$ cat src/rtl/cache_ctrl_if.sv
// rtl/cache_ctrl_if.sv - CPU, cache-line and memory signal bundle for cache_ctrl
//
// Purpose: carries every handshake/bus signal between the cache controller
// and its neighbours. The controller connects through the master modport.
// The environment connects through the slave modport. The environment is
// the MEM stage, the four cache lines and the main-memory port.
//
// Signal summary:
//   CPU side   : CpuReq, CpuWE, CpuAddr, CpuWD -> ctrl; CpuRD, CpuReady <- ctrl
//   Line side  : LineSel, Offset, BlkWE, SetValid, SetDirty, SetTag, BlkWD <- ctrl
//                Valid, Dirty, Tag, RD -> ctrl (status/data of the selected line)
//   Memory side: MemReq, MemWE, MemAddr, MemWD <- ctrl; MemRD, MemReady -> ctrl
interface cache_ctrl_if;
    // CPU / MEM stage
    logic        CpuReq;
    logic        CpuWE;
    logic [31:0] CpuAddr;
    logic [31:0] CpuWD;
    logic [31:0] CpuRD;
    logic        CpuReady;

    // Cache line array
    logic [1:0]  LineSel;
    logic [1:0]  Offset;
    logic        BlkWE;
    logic        SetValid;
    logic        SetDirty;
    logic [25:0] SetTag;
    logic [31:0] BlkWD;
    logic        Valid;
    logic        Dirty;
    logic [25:0] Tag;
    logic [31:0] RD;

    // Main memory word port
    logic        MemReq;
    logic        MemWE;
    logic [31:0] MemAddr;
    logic [31:0] MemWD;
    logic [31:0] MemRD;
    logic        MemReady;

    modport master (
        input  CpuReq, CpuWE, CpuAddr, CpuWD,
        output CpuRD, CpuReady,
        output LineSel, Offset, BlkWE, SetValid, SetDirty, SetTag, BlkWD,
        input  Valid, Dirty, Tag, RD,
        output MemReq, MemWE, MemAddr, MemWD,
        input  MemRD, MemReady
    );

    modport slave (
        output CpuReq, CpuWE, CpuAddr, CpuWD,
        input  CpuRD, CpuReady,
        input  LineSel, Offset, BlkWE, SetValid, SetDirty, SetTag, BlkWD,
        output Valid, Dirty, Tag, RD,
        input  MemReq, MemWE, MemAddr, MemWD,
        output MemRD, MemReady
    );
endinterface

$ cat src/rtl/cache_ctrl.sv
// rtl/cache_ctrl.sv - direct-mapped write-back write-allocate data cache controller
//
// Purpose: controls four external 4-word cache lines with 26-bit tags.
// Address split: tag [31:6], index [5:4], word [3:2]; bits [1:0] are ignored.
// A hit completes combinationally in the request cycle, and a store hit
// writes on that edge. A miss stalls the CPU. A dirty victim is first
// written back word by word (WB). The line is then refilled word by word
// (REFILL). Control then returns to IDLE, where the still-held request
// now hits.
//
// Ports:
//   CLK       - clock, rising edge
//   ResetN    - asynchronous active-low reset
//   bus       - cache_ctrl_if.master (CPU, cache-line and memory signals)
//   MissCount - 16-bit miss counter since reset, wraps
module cache_ctrl (
    input  logic          CLK,
    input  logic          ResetN,
    cache_ctrl_if.master  bus,
    output logic [15:0]   MissCount
);

    typedef enum logic [1:0] {
        IDLE   = 2'd0,
        WB     = 2'd1,
        REFILL = 2'd2
    } state_t;

    state_t       state, state_next;
    logic [1:0]   cnt, cnt_next;
    // Only the line address of the missing request is needed later.
    logic [31:4]  reqAddr, reqAddr_next;
    logic         miss_inc;
    logic         hit;

    // Only meaningful in IDLE, where LineSel/Offset follow CpuAddr.
    assign hit = bus.Valid && (bus.Tag == bus.CpuAddr[31:6]);

    always_ff @(posedge CLK or negedge ResetN) begin
        if (!ResetN) begin
            state     <= IDLE;
            cnt       <= 2'd0;
            reqAddr   <= '0;
            MissCount <= 16'd0;
        end else begin
            state   <= state_next;
            cnt     <= cnt_next;
            reqAddr <= reqAddr_next;
            if (miss_inc) begin
                MissCount <= MissCount + 16'd1;
            end
        end
    end

    always_comb begin
        state_next   = state;
        cnt_next     = cnt;
        reqAddr_next = reqAddr;
        miss_inc     = 1'b0;

        bus.CpuRD    = bus.RD;
        bus.CpuReady = 1'b0;
        bus.LineSel  = reqAddr[5:4];
        bus.Offset   = cnt;
        bus.BlkWE    = 1'b0;
        bus.SetValid = 1'b0;
        bus.SetDirty = 1'b0;
        bus.SetTag   = 26'd0;
        bus.BlkWD    = 32'd0;
        bus.MemReq   = 1'b0;
        bus.MemWE    = 1'b0;
        bus.MemAddr  = 32'd0;
        bus.MemWD    = 32'd0;

        unique case (state)
            IDLE: begin
                bus.LineSel = bus.CpuAddr[5:4];
                bus.Offset  = bus.CpuAddr[3:2];
                // ResetN gating keeps CpuReady and line writes quiet while
                // reset is asserted, even though the request may be held.
                if (bus.CpuReq && ResetN) begin
                    if (hit) begin
                        bus.CpuReady = 1'b1;
                        if (bus.CpuWE) begin
                            bus.BlkWE    = 1'b1;
                            bus.BlkWD    = bus.CpuWD;
                            bus.SetValid = 1'b1;
                            bus.SetDirty = 1'b1;
                            bus.SetTag   = bus.CpuAddr[31:6];
                        end
                    end else begin
                        reqAddr_next = bus.CpuAddr[31:4];
                        cnt_next     = 2'd0;
                        miss_inc     = 1'b1;
                        // Dirty is only set on a valid line, so it alone
                        // decides whether a victim must be written back.
                        state_next   = bus.Dirty ? WB : REFILL;
                    end
                end
            end

            WB: begin
                // The victim tag still sits in the line during write-back.
                bus.MemReq  = 1'b1;
                bus.MemWE   = 1'b1;
                bus.MemAddr = {bus.Tag, reqAddr[5:4], cnt, 2'b00};
                bus.MemWD   = bus.RD;
                if (bus.MemReady) begin
                    cnt_next = cnt + 2'd1;
                    if (cnt == 2'd3) begin
                        cnt_next   = 2'd0;
                        state_next = REFILL;
                    end
                end
            end

            REFILL: begin
                bus.MemReq  = 1'b1;
                bus.MemWE   = 1'b0;
                bus.MemAddr = {reqAddr[31:4], cnt, 2'b00};
                if (bus.MemReady) begin
                    bus.BlkWE    = 1'b1;
                    bus.BlkWD    = bus.MemRD;
                    bus.SetTag   = reqAddr[31:6];
                    bus.SetDirty = 1'b0;
                    // The first word clears Valid, so a half-filled line
                    // can never produce a hit. Only the last word sets it.
                    bus.SetValid = (cnt == 2'd3);
                    cnt_next     = cnt + 2'd1;
                    if (cnt == 2'd3) begin
                        state_next = IDLE;
                    end
                end
            end

            default: begin
                state_next = IDLE;
            end
        endcase
    end

endmodule

$ cat src/flat_wrapper.sv
// flat-port wrapper written by rule: the top's interface ports become plain ports
module cache_ctrl_flat 
  (CLK, ResetN, MissCount, bus_CpuReq, bus_CpuWE, bus_CpuAddr, bus_CpuWD, bus_CpuRD, bus_CpuReady, bus_LineSel, bus_Offset, bus_BlkWE, bus_SetValid, bus_SetDirty, bus_SetTag, bus_BlkWD, bus_Valid, bus_Dirty, bus_Tag, bus_RD, bus_MemReq, bus_MemWE, bus_MemAddr, bus_MemWD, bus_MemRD, bus_MemReady);
  cache_ctrl_if bus_i ();
  input  logic CLK;
  input  logic ResetN;
  output logic [15:0] MissCount;
  input wire logic [$bits(bus_i.CpuReq)-1:0] bus_CpuReq;
  input wire logic [$bits(bus_i.CpuWE)-1:0] bus_CpuWE;
  input wire logic [$bits(bus_i.CpuAddr)-1:0] bus_CpuAddr;
  input wire logic [$bits(bus_i.CpuWD)-1:0] bus_CpuWD;
  output wire logic [$bits(bus_i.CpuRD)-1:0] bus_CpuRD;
  output wire logic [$bits(bus_i.CpuReady)-1:0] bus_CpuReady;
  output wire logic [$bits(bus_i.LineSel)-1:0] bus_LineSel;
  output wire logic [$bits(bus_i.Offset)-1:0] bus_Offset;
  output wire logic [$bits(bus_i.BlkWE)-1:0] bus_BlkWE;
  output wire logic [$bits(bus_i.SetValid)-1:0] bus_SetValid;
  output wire logic [$bits(bus_i.SetDirty)-1:0] bus_SetDirty;
  output wire logic [$bits(bus_i.SetTag)-1:0] bus_SetTag;
  output wire logic [$bits(bus_i.BlkWD)-1:0] bus_BlkWD;
  input wire logic [$bits(bus_i.Valid)-1:0] bus_Valid;
  input wire logic [$bits(bus_i.Dirty)-1:0] bus_Dirty;
  input wire logic [$bits(bus_i.Tag)-1:0] bus_Tag;
  input wire logic [$bits(bus_i.RD)-1:0] bus_RD;
  output wire logic [$bits(bus_i.MemReq)-1:0] bus_MemReq;
  output wire logic [$bits(bus_i.MemWE)-1:0] bus_MemWE;
  output wire logic [$bits(bus_i.MemAddr)-1:0] bus_MemAddr;
  output wire logic [$bits(bus_i.MemWD)-1:0] bus_MemWD;
  input wire logic [$bits(bus_i.MemRD)-1:0] bus_MemRD;
  input wire logic [$bits(bus_i.MemReady)-1:0] bus_MemReady;
  assign bus_i.CpuReq = bus_CpuReq;
  assign bus_i.CpuWE = bus_CpuWE;
  assign bus_i.CpuAddr = bus_CpuAddr;
  assign bus_i.CpuWD = bus_CpuWD;
  assign bus_CpuRD = bus_i.CpuRD;
  assign bus_CpuReady = bus_i.CpuReady;
  assign bus_LineSel = bus_i.LineSel;
  assign bus_Offset = bus_i.Offset;
  assign bus_BlkWE = bus_i.BlkWE;
  assign bus_SetValid = bus_i.SetValid;
  assign bus_SetDirty = bus_i.SetDirty;
  assign bus_SetTag = bus_i.SetTag;
  assign bus_BlkWD = bus_i.BlkWD;
  assign bus_i.Valid = bus_Valid;
  assign bus_i.Dirty = bus_Dirty;
  assign bus_i.Tag = bus_Tag;
  assign bus_i.RD = bus_RD;
  assign bus_MemReq = bus_i.MemReq;
  assign bus_MemWE = bus_i.MemWE;
  assign bus_MemAddr = bus_i.MemAddr;
  assign bus_MemWD = bus_i.MemWD;
  assign bus_i.MemRD = bus_MemRD;
  assign bus_i.MemReady = bus_MemReady;
  cache_ctrl u_core (.CLK(CLK), .ResetN(ResetN), .bus(bus_i), .MissCount(MissCount));
endmodule
$ cat config.mk
export PLATFORM = sky130hd
export DESIGN_NAME = cache_ctrl_flat
export DESIGN_NICKNAME = d
export VERILOG_FILES = /design/src/rtl/cache_ctrl_if.sv /design/src/rtl/cache_ctrl.sv /design/src/flat_wrapper.sv
export SDC_FILE = /design/constraint.sdc
export NUM_CORES = 1
export LEC_CHECK = 0
export CORE_AREA = 2 2 134 136
export CTS_CLUSTER_SIZE = 28
export DETAILED_ROUTE_END_ITERATION = 8
export DIE_AREA = 0 0 136 138
export PLACE_DENSITY = 0.61
export SLEW_MARGIN = 25
export SYNTH_ARGS = -nofsm -noshare
export SYNTH_HDL_FRONTEND = slang
export SYNTH_SLANG_ARGS = --single-unit
$ cat constraint.sdc
create_clock -name CLK -period 3.04 [get_ports CLK]
set_clock_uncertainty 0.15 [all_clocks]
set_input_delay 0.608 -clock CLK [delete_from_list [all_inputs] [get_ports CLK]]
set_output_delay 0.608 -clock CLK [all_outputs]
set_load 0.01 [all_outputs]
==> run summary, run 1 <==
Yosys warning total -> 0
H-tree depth -> 2
routing usage on met1 -> 22.5%
Syn Area/Cell -> 9.59 um^2
met2 Track Usage GR -> 35.7%
initial antenna violation count -> 4
Slew HR -> 57.1%
Slew @ Worst Pin -> 0.644 ns
DIE AREA -> 0.0188 mm^2
largest net degree at the start of global routing -> 50
gr busiest metal -> met2
GRT overflow -> 0
R2R setup slack -> 0.51 ns
drt total wl -> 19500 um
initial DRC count -> 135
P_leak -> 3.58 nW
critical path startpoint category -> input pin
fin crit period -> 3.23 ns
Starting Density -> 22.5%
# hold bufs at CTS -> 0
final setup margin -> -0.190 ns
total power -> 5.17 mW
GRT Total Usage -> 19.5%
via count -> 4605
Clock transition at path regs -> 0.07 ns
Setup crit end kind -> primary output
CTS sink cnt -> 48
commonest non-fill, non-tap cell in the layout -> clkdlybuf4s50_1
Final GP Congestion -> 0.840
CTS tree -> done
Arrival @ worst endpoint -> 2.47 ns
outcome -> finished with violations
worst vdd ir -> 0.000326 V
worst-path fanout max -> 7
Nets -> 926
Layout Utilization -> 45.5%
DRT antenna net count -> 0
register area share after synthesis -> 30.4%
global-route track usage on met3 -> 3.85%
r2r endpoint -> u_core.reqAddr[14]
length in cells of the worst reg-to-reg path -> 7
post-route cell area -> 0.00798 mm^2
Area Overhead vs Synth -> 102%
Yosys cell types -> 36
Crit Reg-Reg Startpoint -> u_core.state[0]
CP Data Required Time -> 2.28 ns
Mapped Area -> 0.00395 mm^2
Final Setup Violations -> 60
most frequent cells in the layout -> clkdlybuf4s50_1 (216), buf_2 (67), a22o_1 (59)
IO Port Bufs -> 336
P per Cell Area -> 648 mW/mm^2
Slew Viols, Final -> 0
first-pass GRT wire length -> 28200 um
num ports -> 341
failing checks -> setup timing
setup tns final -> -5.46 ns
layout cells sized above 1 -> 33.3%
number of core rows -> 49
kind of critical path -> input pin to primary output
Root Buffer -> clkbuf_16
Yosys reg bits -> 48
type of the most critical hold path -> input pin to async pin
DRC -> 0
Core Area -> 0.0175 mm^2
fmax -> 0.310 GHz
DPL Wire Length -> 14900 um
Cell Area, Placed -> 0.00763 mm^2
max_cap viols -> 0
routed vias/inst -> 4.65
WL/cell -> 19.7 um
Period Utilization, post-route -> 106%
Hold Fails Final Rpt -> 0
DIE WIDTH -> 136 um
total CTS buffers -> 5
Worst-Skew Late Latency -> 0.29 ns
number of global-route vias before repair -> 4749
RSZ-0062 raised after global routing -> yes
Syn Inst Count -> 412
First-pass DRT Iterations -> 4
clock tree buffer depth -> 2
Die Height -> 138 um
[through the flow]
step / hold WS [ns] / setup slack [ns] / cells
2_1_floorplan: 0.162 / 0.191 / 413
3_3_place_gp: 0.311 / -1.01 / 958
3_5_place_dp: 0.322 / -1.06 / 959
4_1_cts: 0.332 / -0.186 / 989
5_1_grt: 0.352 / -0.285 / 991
6_report: 0.305 / -0.190 / 991
[timing repair]
item / in CTS / in global routing
pin swaps: 43 / 28
setup buffers: 27 / 7
gates cloned: 4 / 1
endpoints found under the setup margin: 79 / 123
gates resized for setup: 478 / 46
[sequential cells by signal (all words and copies together), names as in the netlist]
signal / cells
u_core.reqAddr: 28
u_core.state: 2
u_core.MissCount: 16
u_core.cnt: 2
[worst max path at each step]
stage | endpoint | start | slack (ns) | cells past startpoint
floorplan | bus_BlkWD[1] | bus_CpuAddr[23] | 0.19 | 9
CTS | bus_BlkWD[8] | bus_Tag[0] | -0.19 | 11
finish | bus_SetTag[1] | bus_Tag[0] | -0.19 | 11
global route | bus_BlkWD[8] | bus_Tag[4] | -0.28 | 11
detailed placement | bus_BlkWD[8] | bus_CpuAddr[8] | -1.06 | 9
global placement | bus_BlkWD[8] | bus_CpuAddr[12] | -1.01 | 9
[report_power, final]
part,switching (mW),internal [mW]
Clock,0.250,0.555
Sequential,0.223,0.884
Combinational,1.44,1.82
[critical path, stage by stage]
cell and delay, ns:
buf_8 0.11, xnor2_4 0.15, nand4_1 0.21, nor4_4 0.34, and2_4 0.19, and3_4 0.22
buf_12 0.13, buf_12 0.11, buf_8 0.11, a22o_1 0.16, buf_2 0.14
[layout make-up]
| type | count | area, um^2 |
|---|---|---|
| flip-flops and latches | 48 | 1200 |
| well taps | 229 | 287 |
| clock buffers | 5 | 125 |
| clock inverters | 3 | 90.1 |
| repair buffers | 405 | 3720 |
| diodes | 2 | 5.00 |
| multi-input cells | 294 | 2540 |
| inverters | 5 | 18.8 |
| fillers | 1708 | 9550 |
[kinds of logic after synthesis]
logic type	count (synthesis)	share of synthesized area [%]
AND/OR/NAND/NOR	114	17.3
AO/OA/AOI/OAI	96	19.9
buffers and inverters	71	11.4
flip-flops	48	30.4
XOR/XNOR	41	9.09
multiplexers	35	9.91
adder cells (fa/ha/maj)	6	1.90
other	1	0.0949
[Yosys cell counts]
library cell  instances  area, um^2
nand2b_1              1        6.26
nand4_1               9        56.3
buf_6                 6        67.6
ha_1                  6        75.1
xnor2_1              29         254
clkbuf_1             18        67.6
xor2_1               12         105
a211oi_1              1        7.51
nor3b_1               2        15.0
nand2_1              10        37.5
a221o_1               1        10.0
a211o_1               2        17.5
nor4b_1               2        17.5
o21ai_0               2        10.0
a21o_1                1        7.51
a21boi_1              1        7.51
nand3_1               2        10.0
a21oi_1               3        15.0
buf_2                 5        25.0
nor3_1                5        25.0
conb_1                1        3.75
nor2_1                4        15.0
mux2_2               33         372
and3_1                7        43.8
nor4_1                4        25.0
nor2b_1              28         175
dfrtp_1              48        1200
mux2i_1               2        20.0
and2_1               38         238
buf_4                35         263
inv_1                 5        18.8
buf_1                 2        7.51
a22oi_1              26         195
nor4_2                1        12.5
or2_2                 1        6.26
a22o_1               59         517
[metal layers]
metal,wire [um],share of wire [%]
met4,393,2.0
met5,28,0.14
met3,1390,7.1
met1,7600,39
met2,10100,52
(Power assumes the default switching activity.)
==> run 2, diff against run 1 <==
--- a/config.mk
+++ b/config.mk
@@ -9,6 +9,7 @@
 export CTS_CLUSTER_SIZE = 28
 export DETAILED_ROUTE_END_ITERATION = 8
 export DIE_AREA = 0 0 136 138
+export GPL_TIMING_DRIVEN = 0
 export PLACE_DENSITY = 0.61
 export SLEW_MARGIN = 25
 export SYNTH_ARGS = -nofsm -noshare
==> run summary, run 2 (synthesis gave the netlist of run 1 again) <==
routing usage on met1 -> 23.5%
length in cells of the worst reg-to-reg path -> 6
max_cap viols -> 0
outcome -> finished with violations
Area Overhead vs Synth -> 105%
Arrival @ worst endpoint -> 2.48 ns
P_leak -> 3.74 nW
number of core rows -> 49
type of the most critical hold path -> input pin to async pin
max reg flops -> 28
CP cell instances -> clkdlybuf4s15_1 > xnor2_2 > nand4_1 > nor3_4 > and2_4 > and3_4 > buf_6 > buf_12 > a22o_1 > buf_2
post-route cell area -> 0.00811 mm^2
DIE AREA -> 0.0188 mm^2
Top reg by flops -> u_core.reqAddr
layout cells sized above 1 -> 32.4%
Die Height -> 138 um
Cell Area, Placed -> 0.00760 mm^2
H-tree depth -> 2
CTS tree -> done
worst vdd ir -> 0.000299 V
Hold Fails Final Rpt -> 0
initial antenna violation count -> 2
WL/cell -> 20.2 um
Final Setup Violations -> 61
P per Cell Area -> 612 mW/mm^2
total CTS buffers -> 5
CTS sink cnt -> 48
Slew Viols, Final -> 0
drt total wl -> 20200 um
final setup margin -> -0.198 ns
DRC -> 0
initial DRC count -> 143
clock tree buffer depth -> 2
kind of critical path -> input pin to primary output
met2 Track Usage GR -> 37.4%
CP max-delay cell -> nor3_4
fin crit period -> 3.24 ns
worst slack, placed -> -1.43 ns
Starting Density -> 22.5%
setup tns final -> -8.18 ns
routed vias/inst -> 4.58
placed insts -> 978
Setup crit end kind -> primary output
commonest non-fill, non-tap cell in the layout -> clkdlybuf4s50_1
Nets -> 937
DRT antenna net count -> 0
via count -> 4588
gr busiest metal -> met2
GRT Total Usage -> 20.6%
Final Non-Filler Cells -> 1001
RSZ-0062 raised after global routing -> yes
fmax -> 0.309 GHz
most frequent cells in the layout -> clkdlybuf4s50_1 (209), a22o_1 (59), buf_2 (59)
Slew HR -> 56.5%
Crit Reg-Reg Startpoint -> u_core.state[0]
Worst-Skew Late Latency -> 0.29 ns
r2r endpoint -> u_core.reqAddr[30]
number of global-route vias before repair -> 4826
DIE WIDTH -> 136 um
Clock transition at path regs -> 0.07 ns
critical path startpoint category -> input pin
num ports -> 341
worst-path fanout max -> 5
failing checks -> setup timing
GRT overflow -> 0
CP Data Required Time -> 2.28 ns
Period Utilization, post-route -> 106%
R2R setup slack -> 0.37 ns
Fillers -> 1701
First-pass DRT Iterations -> 4
Root Buffer -> clkbuf_16
CP max stage delay -> 0.27 ns
DPL Wire Length -> 15900 um
Slew @ Worst Pin -> 0.651 ns
first-pass GRT wire length -> 29600 um
global-route track usage on met3 -> 4.69%
largest net degree at the start of global routing -> 51
IO Port Bufs -> 336
Final GP Congestion -> 0.851
Core Area -> 0.0175 mm^2
Largest regs -> u_core.reqAddr: 28 flops, u_core.MissCount: 16 flops
run 2: cell count changes in the layout (fill, tap and decap cells not counted), sizes merged, moves of 2 or more:
cell           delta
clkbuf            +4
dlygate4sd2       +3
clkdlybuf4s15    +14
bufinv            -2
dlymetal6s2s      +7
clkdlybuf4s50     -7
buf              -10
run 2: worst max-delay path by stage:
stage / start / to / slack (ns) / cells past startpoint
final: bus_Tag[5] / bus_SetTag[14] / -0.20 / 10
after global routing: bus_Tag[5] / bus_SetTag[14] / -0.31 / 10
after CTS: bus_Tag[10] / bus_SetTag[14] / -0.26 / 12
after detailed placement: bus_CpuAddr[8] / bus_SetTag[20] / -1.43 / 11
after global placement: ResetN / bus_SetTag[13] / -2.40 / 7
after floorplan: bus_CpuAddr[23] / bus_BlkWD[1] / 0.19 / 9
run 2: final cells by class:
cell class | count | area [um^2] | area share [%]
inverters | 5 | 18.8 | 0.232
diodes | 1 | 2.50 | 0.0309
repair buffers | 353 | 3390 | 41.8
flip-flops and latches | 48 | 1200 | 14.8
multi-input cells | 294 | 2530 | 31.2
plain buffers | 63 | 508 | 6.27
clock buffers | 5 | 125 | 1.54
clock inverters | 3 | 42.5 | 0.525
well taps | 229 | 287 | 3.53
run 2: stage by stage:
stage / hold WS [ns] / power [mW] / utilization, %
floorplan: 0.162 / 2.60 / -
global placement: 0.310 / 4.24 / 43.4
detailed placement: 0.317 / 4.30 / 43.3
CTS: 0.231 / 4.98 / 45.6
global route: 0.134 / 5.27 / 46.2
finish: 0.103 / 4.96 / 46.2
run 2: where the power goes:
| group | switching (mW) | internal, mW | total, mW |
|---|---|---|---|
| clock | 0.250 | 0.387 | 0.637 |
| sequential | 0.221 | 0.884 | 1.11 |
| combinational | 1.46 | 1.76 | 3.22 |
run 2: repair_timing:
action / in CTS / in global routing
setup endpoints to repair: 127 / 123
pin swaps: 45 / 23
setup buffers: 9 / 3
hold buffers: 0 / 0
gates resized for setup: 512 / 43
gates cloned: 4 / 1
run 2: worst max-delay path, delay by kind of cell:
| family | cells | cell delay, ns |
|---|---|---|
| AO/OA/AOI/OAI | 1 | 0.14 |
| XOR/XNOR | 1 | 0.19 |
| buffers and inverters | 4 | 0.63 |
| AND/OR/NAND/NOR | 4 | 0.90 |
run 2: routing by layer:
metal | wire, um | vias up | part of all wire (%)
met1 | 7810 | 2169 | 39
met5 | 17 | - | 0.084
met4 | 564 | 2 | 2.8
met2 | 10100 | 208 | 50
met3 | 1670 | 37 | 8.3
li1 | - | 2172 | -
==> run 3, diff against run 2 <==
--- a/config.mk
+++ b/config.mk
@@ -5,6 +5,7 @@
 export SDC_FILE = /design/constraint.sdc
 export NUM_CORES = 1
 export LEC_CHECK = 0
+export ABC_CLOCK_PERIOD_IN_PS = 3040
 export CORE_AREA = 2 2 134 136
 export CTS_CLUSTER_SIZE = 28
 export DETAILED_ROUTE_END_ITERATION = 8
==> results of run 3 <==
The final DEF is identical to that of run 2; final timing and power are the same.
